<file path="config.mk">
export PLATFORM = sky130hd
export DESIGN_NAME = cafu_log
export DESIGN_NICKNAME = d
export VERILOG_FILES = /design/src/rtl/cafu_log_pkg.sv /design/src/rtl/cafu_log_id_pool.sv /design/src/rtl/cafu_log.sv
export SDC_FILE = /design/constraint.sdc
export NUM_CORES = 2
export LEC_CHECK = 0
export BUFFER_PORTS_ARGS = -buffer_cell sky130_fd_sc_hd__buf_2
export CAP_MARGIN = 20
export CORE_AREA = 3 3 429 431
export CTS_CLUSTER_SIZE = 40
export DETAILED_ROUTE_END_ITERATION = 8
export DIE_AREA = 0 0 432 434
export SYNTH_ARGS = -nofsm -noshare
export SYNTH_HDL_FRONTEND = slang
export SYNTH_HIERARCHICAL = 1
export SYNTH_SLANG_ARGS = --single-unit
</file>
<file path="constraint.sdc">
create_clock -name clk -period 2.95 [get_ports clk]
set_input_delay 0.295 -clock clk [delete_from_list [all_inputs] [get_ports clk]]
set_output_delay 0.295 -clock clk [all_outputs]
set_load 0.005 [all_outputs]
</file>
<file path="src/rtl/cafu_log_pkg.sv">
// Shared widths and helpers for the CAFU stream logger.
package cafu_log_pkg;

    localparam int unsigned ENTRY_W          = 72;
    localparam int unsigned LINE_W           = 512;
    localparam int unsigned ENTRIES_PER_LINE = 7;
    localparam int unsigned LINE_BYTES       = 64;
    localparam int unsigned ID_W             = 5;
    localparam int unsigned AXI_ID_W         = 12;

    typedef logic [ID_W-1:0] id_t;

    // Ring slot address; the 64-bit add wraps naturally.
    function automatic logic [63:0] line_addr(input logic [63:0] base, input logic [63:0] idx);
        return base + (idx << $clog2(LINE_BYTES));
    endfunction

endpackage

</file>
<file path="src/rtl/cafu_log_id_pool.sv">
// Outstanding AXI write-ID tracker: taken bitmap, lowest-free allocation, free on response.
module cafu_log_id_pool
    import cafu_log_pkg::*;
#(
    parameter int unsigned NUM_IDS = 32
) (
    input  logic clk_i,
    input  logic rst_i,
    input  logic alloc_i,
    input  logic free_i,
    input  id_t  free_id_i,
    output id_t  alloc_id_o,
    output logic any_free_o
);

    logic [NUM_IDS-1:0] taken_q, taken_d;

    always_comb begin
        alloc_id_o = '0;
        for (int unsigned i = NUM_IDS; i > 0; i--) begin
            if (!taken_q[i-1]) begin
                alloc_id_o = id_t'(i - 1);
            end
        end
    end

    assign any_free_o = ~&taken_q;

    // Free is applied before allocation so both take effect in the same cycle.
    always_comb begin
        taken_d = taken_q;
        if (free_i) begin
            taken_d[free_id_i] = 1'b0;
        end
        if (alloc_i && any_free_o) begin
            taken_d[alloc_id_o] = 1'b1;
        end
    end

    always_ff @(posedge clk_i) begin
        if (rst_i) begin
            taken_q <= '0;
        end else begin
            taken_q <= taken_d;
        end
    end

endmodule

</file>
<file path="src/rtl/cafu_log.sv">
// Stream-to-memory logger: packs th0 stream entries into 64-byte lines and
// writes each line to a host ring with a single-beat AXI4 write.
module cafu_log #(
    parameter int unsigned ENTRIES_PER_LINE = cafu_log_pkg::ENTRIES_PER_LINE,
    parameter int unsigned NUM_IDS          = 32
) (
    input  logic         clk,
    input  logic         rstn,
    input  logic [3:0]   log_operation_mode,
    input  logic [5:0]   log_awuser_reg,
    input  logic [63:0]  log_write_base_addr,
    output logic [63:0]  stat_h0,
    output logic [63:0]  stat_h1,
    output logic [63:0]  stat_d0,
    output logic [63:0]  stat_d1,
    output logic [11:0]  awid,
    output logic [63:0]  awaddr,
    output logic [5:0]   awuser,
    output logic         awvalid,
    input  logic         awready,
    output logic [511:0] wdata,
    output logic [63:0]  wstrb,
    output logic         wlast,
    output logic         wvalid,
    input  logic         wready,
    input  logic [11:0]  bid,
    input  logic [1:0]   bresp,
    input  logic [3:0]   buser,
    input  logic         bvalid,
    output logic         bready,
    input  logic         ip2cafu_axisth0_tvalid,
    input  logic [71:0]  ip2cafu_axisth0_tdata,
    output logic         cafu2ip_axisth0_tready
);

    import cafu_log_pkg::*;

    localparam int unsigned       FILL_W    = $clog2(ENTRIES_PER_LINE + 1);
    localparam int unsigned       PACK_W    = ENTRIES_PER_LINE * ENTRY_W;
    localparam logic [FILL_W-1:0] FILL_FULL = FILL_W'(ENTRIES_PER_LINE);

    logic [FILL_W-1:0] fill_q, fill_d;
    logic [PACK_W-1:0] buf_q, buf_d;
    logic [63:0]       line_idx_q, line_idx_d;
    logic              issued_q, issued_d;
    logic              awvalid_q, awvalid_d;
    logic              wvalid_q, wvalid_d;
    id_t               awid_q, awid_d;
    logic [63:0]       awaddr_q, awaddr_d;
    logic [63:0]       h0_q, h0_d;
    logic [63:0]       h1_q, h1_d;
    logic [63:0]       d0_q, d0_d;

    logic full, accept, issue, aw_hs, w_hs, release_line;
    logic any_free;
    id_t  alloc_id;
    logic unused_b;

    assign full         = (fill_q == FILL_FULL);
    assign cafu2ip_axisth0_tready = (log_operation_mode == 4'd1) && !full;
    assign accept       = ip2cafu_axisth0_tvalid && cafu2ip_axisth0_tready;
    assign issue        = full && !issued_q && any_free;
    assign aw_hs        = awvalid_q && awready;
    assign w_hs         = wvalid_q && wready;
    // Line is released on the edge where the last outstanding handshake lands.
    assign release_line = issued_q && (!awvalid_q || awready) && (!wvalid_q || wready);

    cafu_log_id_pool #(
        .NUM_IDS (NUM_IDS)
    ) u_pool (
        .clk_i      (clk),
        .rst_i      (rstn),
        .alloc_i    (issue),
        .free_i     (bvalid),
        .free_id_i  (bid[ID_W-1:0]),
        .alloc_id_o (alloc_id),
        .any_free_o (any_free)
    );

    always_comb begin
        fill_d     = fill_q;
        buf_d      = buf_q;
        line_idx_d = line_idx_q;
        issued_d   = issued_q;
        awvalid_d  = awvalid_q;
        wvalid_d   = wvalid_q;
        awid_d     = awid_q;
        awaddr_d   = awaddr_q;
        h0_d       = h0_q;
        h1_d       = h1_q;
        d0_d       = d0_q;

        if (accept) begin
            for (int unsigned k = 0; k < ENTRIES_PER_LINE; k++) begin
                if (fill_q == FILL_W'(k)) begin
                    buf_d[k*ENTRY_W +: ENTRY_W] = ip2cafu_axisth0_tdata;
                end
            end
            fill_d = fill_q + 1'b1;
            h0_d   = h0_q + 64'd1;
        end

        if (issue) begin
            issued_d  = 1'b1;
            awvalid_d = 1'b1;
            wvalid_d  = 1'b1;
            awid_d    = alloc_id;
            awaddr_d  = line_addr(log_write_base_addr, line_idx_q);
        end else begin
            if (aw_hs) begin
                awvalid_d = 1'b0;
            end
            if (w_hs) begin
                wvalid_d = 1'b0;
            end
        end

        if (release_line) begin
            issued_d   = 1'b0;
            fill_d     = '0;
            line_idx_d = line_idx_q + 64'd1;
        end

        if (aw_hs) begin
            h1_d = h1_q + 64'd1;
        end
        if (bvalid) begin
            d0_d = d0_q + 64'd1;
        end
    end

    always_ff @(posedge clk) begin
        if (rstn) begin
            fill_q     <= '0;
            buf_q      <= '0;
            line_idx_q <= '0;
            issued_q   <= 1'b0;
            awvalid_q  <= 1'b0;
            wvalid_q   <= 1'b0;
            awid_q     <= '0;
            awaddr_q   <= '0;
            h0_q       <= '0;
            h1_q       <= '0;
            d0_q       <= '0;
        end else begin
            fill_q     <= fill_d;
            buf_q      <= buf_d;
            line_idx_q <= line_idx_d;
            issued_q   <= issued_d;
            awvalid_q  <= awvalid_d;
            wvalid_q   <= wvalid_d;
            awid_q     <= awid_d;
            awaddr_q   <= awaddr_d;
            h0_q       <= h0_d;
            h1_q       <= h1_d;
            d0_q       <= d0_d;
        end
    end

    assign awid     = {{(AXI_ID_W - ID_W){1'b0}}, awid_q};
    assign awaddr   = awaddr_q;
    assign awuser   = log_awuser_reg;
    assign awvalid  = awvalid_q;
    assign wdata    = {{(LINE_W - PACK_W){1'b0}}, buf_q};
    assign wstrb    = '1;
    assign wlast    = 1'b1;
    assign wvalid   = wvalid_q;
    assign bready   = 1'b1;
    assign stat_h0  = h0_q;
    assign stat_h1  = h1_q;
    assign stat_d0  = d0_q;
    assign stat_d1  = h1_q - d0_q;

    assign unused_b = ^{bresp, buser, bid[AXI_ID_W-1:ID_W]};

endmodule

</file>
Word-level counts from Yosys, hierarchy flattened
Index checks and enable logic that the tools add are counted.
{"block": "classes", "n_lt_le_gt_ge": 4, "bitwise_logic": 3, "add_sub_neg": 7, "n_reduce_logical": 30, "eq_ne": 8, "multipliers": 0, "shifts": 0, "muxes": 42, "div_mod_pow": 0}
{"operator": "adder 64 x 1 -> 64 bit, second input constant", "count": 4}
{"operator": "2-to-1 mux 5 bit", "count": 32}
{"operator": "adder 64 bit", "count": 1}
{"operator": "2-to-1 mux 32 bit", "count": 2}
{"operator": "subtractor 64 bit", "count": 1}
{"operator": "bitwise AND 32 bit", "count": 1}
{"operator": "inverter 32 bit", "count": 1}
{"operator": "OR 32 bit", "count": 1}
{"operator": "AND reduction 32 bit", "count": 1}
{"operator": "AND reduction 2 bit", "count": 7}
{"operator": "== test 3 bit, second input constant", "count": 4}
{"operator": "less-than comparator 5 x 6 -> 1 bit, second input constant", "count": 2}
{"operator": "logical AND 1 bit", "count": 11}
{"operator": "demux 1 bit (select 5 bit)", "count": 2}
{"operator": "greater-or-equal comparator 5 x 1 -> 1 bit, second input constant", "count": 2}
{"operator": "== test 3 x 2 -> 1 bit, second input constant", "count": 2}
{"operator": "2-to-1 mux 1 bit", "count": 6}
{"operator": "zero test 1 bit", "count": 5}
{"operator": "== test 4 x 1 -> 1 bit, second input constant", "count": 1}
{"operator": "nonzero test 2 bit", "count": 2}
{"operator": "adder 3 x 1 -> 3 bit, second input constant", "count": 1}
{"operator": "== test 3 x 1 -> 1 bit, second input constant", "count": 1}
{"operator": "zero test 3 bit", "count": 1}
{"operator": "logical OR 1 bit", "count": 2}
{"operator": "OR reduction 2 bit", "count": 1}
{"block": "totals", "elab_cells": 112, "mem_bits_ro": 0, "mem_count": 0, "in_bits": 170, "register_bits": 867, "latch_bits": 0, "mem_bits_rw": 0}

Depth between registers and ports, before layout
{"block": "depth", "word_depth": 38, "mapped_depth": 14, "depth_no_buf": 13}

Cells and area by module
Netlist, hierarchy kept.
{"mod": "cafu_log", "area_each_um2": 38156.6, "cells_each": 4914, "instances": 1, "seq_area_each_um2": 16595.9}
{"mod": "cafu_log_id_pool", "area_each_um2": 1914.3, "cells_each": 241, "instances": 1, "seq_area_each_um2": 640.6}

Least setup slack after synthesis
OpenSTA, ideal clock, no wires.
{"block": "synth_timing", "path_kind": "register -> output", "startpoint": "register d0_q[3], in the netlist stat_d0[3]", "endpoint": "output port stat_d1[63]", "slack_ns": -0.379, "required_time_ns": 2.655, "stages_incl_launch_ff": 13, "arrival_ns": 3.034, "n_path_buf": 0, "cell_sequence": "dfxtp_1 -> inv_1 -> ha_1 -> o211ai_1 -> a21oi_1 -> o211ai_1 -> a2111oi_1 -> o21ai_0 -> a41oi_2 -> a31oi_1 -> o31a_1 -> o41ai_2 -> xnor2_1"}
{"block": "synth_via", "elab_chain_len": 1}
{"item": "from (decl)", "line": "cafu_log.sv:52", "text": "logic [63:0] d0_q, d0_d;"}
{"item": "from (signal assigned)", "line": "cafu_log.sv:144", "text": "d0_q <= '0;"}
{"item": "from (signal assigned)", "line": "cafu_log.sv:156", "text": "d0_q <= d0_d;"}
{"item": "subtractor 64 bit", "line": "cafu_log.sv:172", "text": "assign stat_d1 = h1_q - d0_q;"}
{"item": "to (decl)", "line": "cafu_log.sv:15", "text": "output logic [63:0] stat_d1,"}
No other way between the ends.

Worst setup path in the final report
{"block": "layout_timing", "startpoint": "register d0_q[4], in the netlist stat_d0[4]", "endpoint": "output port stat_d1[63]"}
The elaborated chain is that of the path after synthesis.

==> summary.txt <==
Most instantiated flip-flop cell in the synthesis netlist: sky130_fd_sc_hd__dfxtp_1
Number of global-route vias before repair: 40640
Starting density of the core: 22.19%
Insertion delay of the later-clocked pin in the worst-skew pair: 0.74 ns
Via count normalized by instance count: 4.685
Main area contributors after synthesis: sky130_fd_sc_hd__dfxtp_1 43%, sky130_fd_sc_hd__nand2_1 12%, sky130_fd_sc_hd__a21oi_1 9.4%, sky130_fd_sc_hd__ha_1 4.1%, sky130_fd_sc_hd__xnor2_1 3.5%
Final setup vio count: 55
Layout-stage area growth over the synthesis result: 45.52%
Total of warnings raised by yosys: 6
CP Class: flop to output pin
Worst reg2reg startpoint: line_idx_q[2]
Run status: finished, violations left
Number of antenna violations at the first check in global routing: 24
Global-route usage over all layers: 19.20%
Post-synth cell types: 92
Hold Path Depth: 3
Per-cell routed wire length: 20.85 um
Post-route DRC: 0
Count of fill cells added during filler insertion: 19100
Violated checks: negative setup slack
Setup slack on the worst flop-to-flop path: 0.04 ns
Minimum setup slack after placement: -0.6065 ns
Clock-pin slew reported for the worst setup and hold paths after clock tree synthesis: 0.06 ns
DP HPWL: 146000 um
Power Total: 26850 uW
Worst-case headroom to the max-slew limit: 33.39%
CTS buffer count: 101
Pwr dens: 460.5 nW/um^2
DRT Pass-1 Iters: 5
Biggest area consumer among synthesized cells: sky130_fd_sc_hd__dfxtp_1
Antenna viol nets, final: 0
Die area: 187500 um^2
Source of the worst hold timing path: ip2cafu_axisth0_tdata[67]
Worst Clk Skew: 0.03105 ns
Number of cells on the worst reg-to-reg path: 12
First-pass GRT wire length: 270400 um
DIE HEIGHT: 434 um
Number of primary I/O pins: 1089
Clock tree buffer depth: 3
Overall overflow remaining after global route: 0
Layout cells sized above 1: 31.45%
Vias after detailed routing: 42930
Total number of clock tree sinks: 861
Die X: 432 um
Core Rows: 156
Slew @ Worst Pin: 0.9992 ns
Clock Tree Root: sky130_fd_sc_hd__clkbuf_16
Cells after DPL: 8798
Min-Delay Endpoint: buf_q[499]
Startpoint types: flop
Netlist area before placement: 40070 um^2
Async S/R FF share, synth: 0%
Total routed wirelength: 191100 um
Final-layout worst hold slack: 0.07668 ns
Final instance count without filler cells: 9164
Worst min-delay path category: input pin to flop
Max Slew Vio Count: 0
Max Clk Rate: 247.1 MHz
Fin crit period: 4.047 ns
Final worst path period share: 137.2%
Drt initial violations: 3223
Max-cap violations: 0
Final Hold Vio Count: 0
Data arrival at the endpoint of the critical path: 3.75 ns
RSZ-0062 raised after global routing: yes
Post-Syn Area per Cell: 7.773 um^2
Setup ws final: -1.097 ns
Post-synthesis sequential area ratio: 43.02%
Final cell utilization of the core: 32.30%
Post-synthesis sequential element count: 861
Worst R2R End: awaddr[59]
Cells after synthesis: 5155
Number of buffers added on ports: 982
Pin count of the biggest net entering global routing: 157
Crit end category: output pin
Final RePlAce weighted congestion: 0.9419
NumNets Final: 6998
Maximum vdd drop: 0.0004015 V
P_leak: 0.02525 uW
Clock tree from TritonCTS: done
Largest fanout of any net on the critical path: 4
Number of synthesized flops with an enable pin: 0
Required time of the critical path: 2.65 ns
Std-Cell Core Area: 180500 um^2
Fraction of post-synthesis cell area in the top cell type by area: 43.02%
Number of H-tree levels: 3
==> synth_stat cells (all sizes together), types with 17 or more instances <==
cell    number
nor2       301
nand4       90
a31oi       22
and3        60
o21ai      148
and2        22
nand2b      22
o31ai       39
nand3      125
or3         60
nand3b      17
buf         97
clkbuf     264
inv        133
a21o        86
o21bai      25
and4        27
xor2       141
xnor2      159
nor2b       33
ha         130
nor3        45
a21oi      749
dfxtp      861
nand2     1331
==> where the power goes <==
group / internal [uW] / total, uW / switching [uW]
Sequential: 11600 / 11700 / 10.8
Clock: 7340 / 12900 / 5580
Combinational: 978 / 2280 / 1300
==> kinds of logic after synthesis <==
logic type      synth area share [%]
other cells                  0.01874
flops                          43.02
xor+xnor                       6.557
simple gates                   23.85
mux                           0.1499
buf+inv                        5.521
fa+ha+maj                      4.159
compound gates                 16.73
==> sequential cells by signal, indices dropped and copies added, names as in the netlist, 5 cells and up <==
signal,flops
stat_d0,64
stat_h0,64
buf_q,504
stat_h1,64
awid_q,5
line_idx_q,58
awaddr,64
u_pool/taken_q,32
==> worst max-delay path: stages, from the launching register on <==
cell                        delay, ns
sky130_fd_sc_hd__dfxtp_2         0.33
sky130_fd_sc_hd__inv_2           0.05
sky130_fd_sc_hd__ha_4            0.27
sky130_fd_sc_hd__o211ai_1        0.10
sky130_fd_sc_hd__a21oi_2         0.16
sky130_fd_sc_hd__o211ai_1        0.10
sky130_fd_sc_hd__buf_4           0.16
sky130_fd_sc_hd__a2111oi_4       0.28
sky130_fd_sc_hd__buf_4           0.19
sky130_fd_sc_hd__o21ai_4         0.10
sky130_fd_sc_hd__a41oi_4         0.23
sky130_fd_sc_hd__a31oi_2         0.14
sky130_fd_sc_hd__o31a_1          0.32
sky130_fd_sc_hd__o41ai_2         0.27
sky130_fd_sc_hd__xnor2_1         0.17
sky130_fd_sc_hd__buf_2           0.14
==> worst max path at each step <==
| stage | depth (start not counted) | from | to |
|---|---|---|---|
| 3_5_place_dp | 14 | stat_h1[0] | stat_d1[56] |
| 4_1_cts | 14 | stat_d0[4] | stat_d1[63] |
| 2_1_floorplan | 12 | stat_d0[3] | stat_d1[63] |
| 6_report | 15 | stat_d0[4] | stat_d1[63] |
| 3_3_place_gp | 15 | stat_h1[0] | stat_d1[50] |
| 5_1_grt | 15 | stat_d0[4] | stat_d1[63] |
==> per-layer routing <==
layer	track usage [%]	wire (um)
met2	32.38	91900
met1	22.60	74570
met3	4.226	13440
met4	10.56	11110
met5	0	46
==> layout make-up <==
cell class | count | area, um^2 | area share (%)
clock buffer | 147 | 2942 | 5.045
inverter | 135 | 509.2 | 0.8733
clock inverter | 40 | 467.9 | 0.8025
antenna | 14 | 35.03 | 0.06008
tap | 2370 | 2965 | 5.085
multi-input combinational | 3877 | 22850 | 39.19
timing repair buffer | 1720 | 11250 | 19.29
sequential | 861 | 17300 | 29.66
==> through the flow <==
step	setup TNS [ns]	area [um^2]
detailed placement	-25.18	51480
global placement	-22.01	51480
global route	-48.77	58300
CTS	-46.65	57070
floorplan	-0.09589	40550
finish	-37.84	58310
==> timing repair <==
item | in CTS | in global routing
gates resized for setup | 209 | 204
pin swaps | 100 | 142
hold buffers | 89 | 0
buffers inserted | 41 | 53
endpoints found under the hold margin | 523 | 0
setup endpoints to repair | 136 | 146
==> cell usage in the layout, fill, tap and decap left out, drive strengths merged, types with 16 or more instances in the layout <==
cell type    count
nand4           90
clkinv          30
o21ai          148
xor2           141
dlygate4sd3     89
nand3b          17
o31ai           39
nand3          125
conb            81
and3            60
nor2b           33
inv            138
dfxtp          861
o21bai          25
and2            22
ha             130
nor2           301
and4            27
or3             60
nand2b          22
clkbuf         147
a21oi          749
xnor2          159
a21o            86
o21a            16
buf           1631
nor3            45
nand2         1331
a211oi          16
a31oi           22
Power figures use the tool's default switching activity.
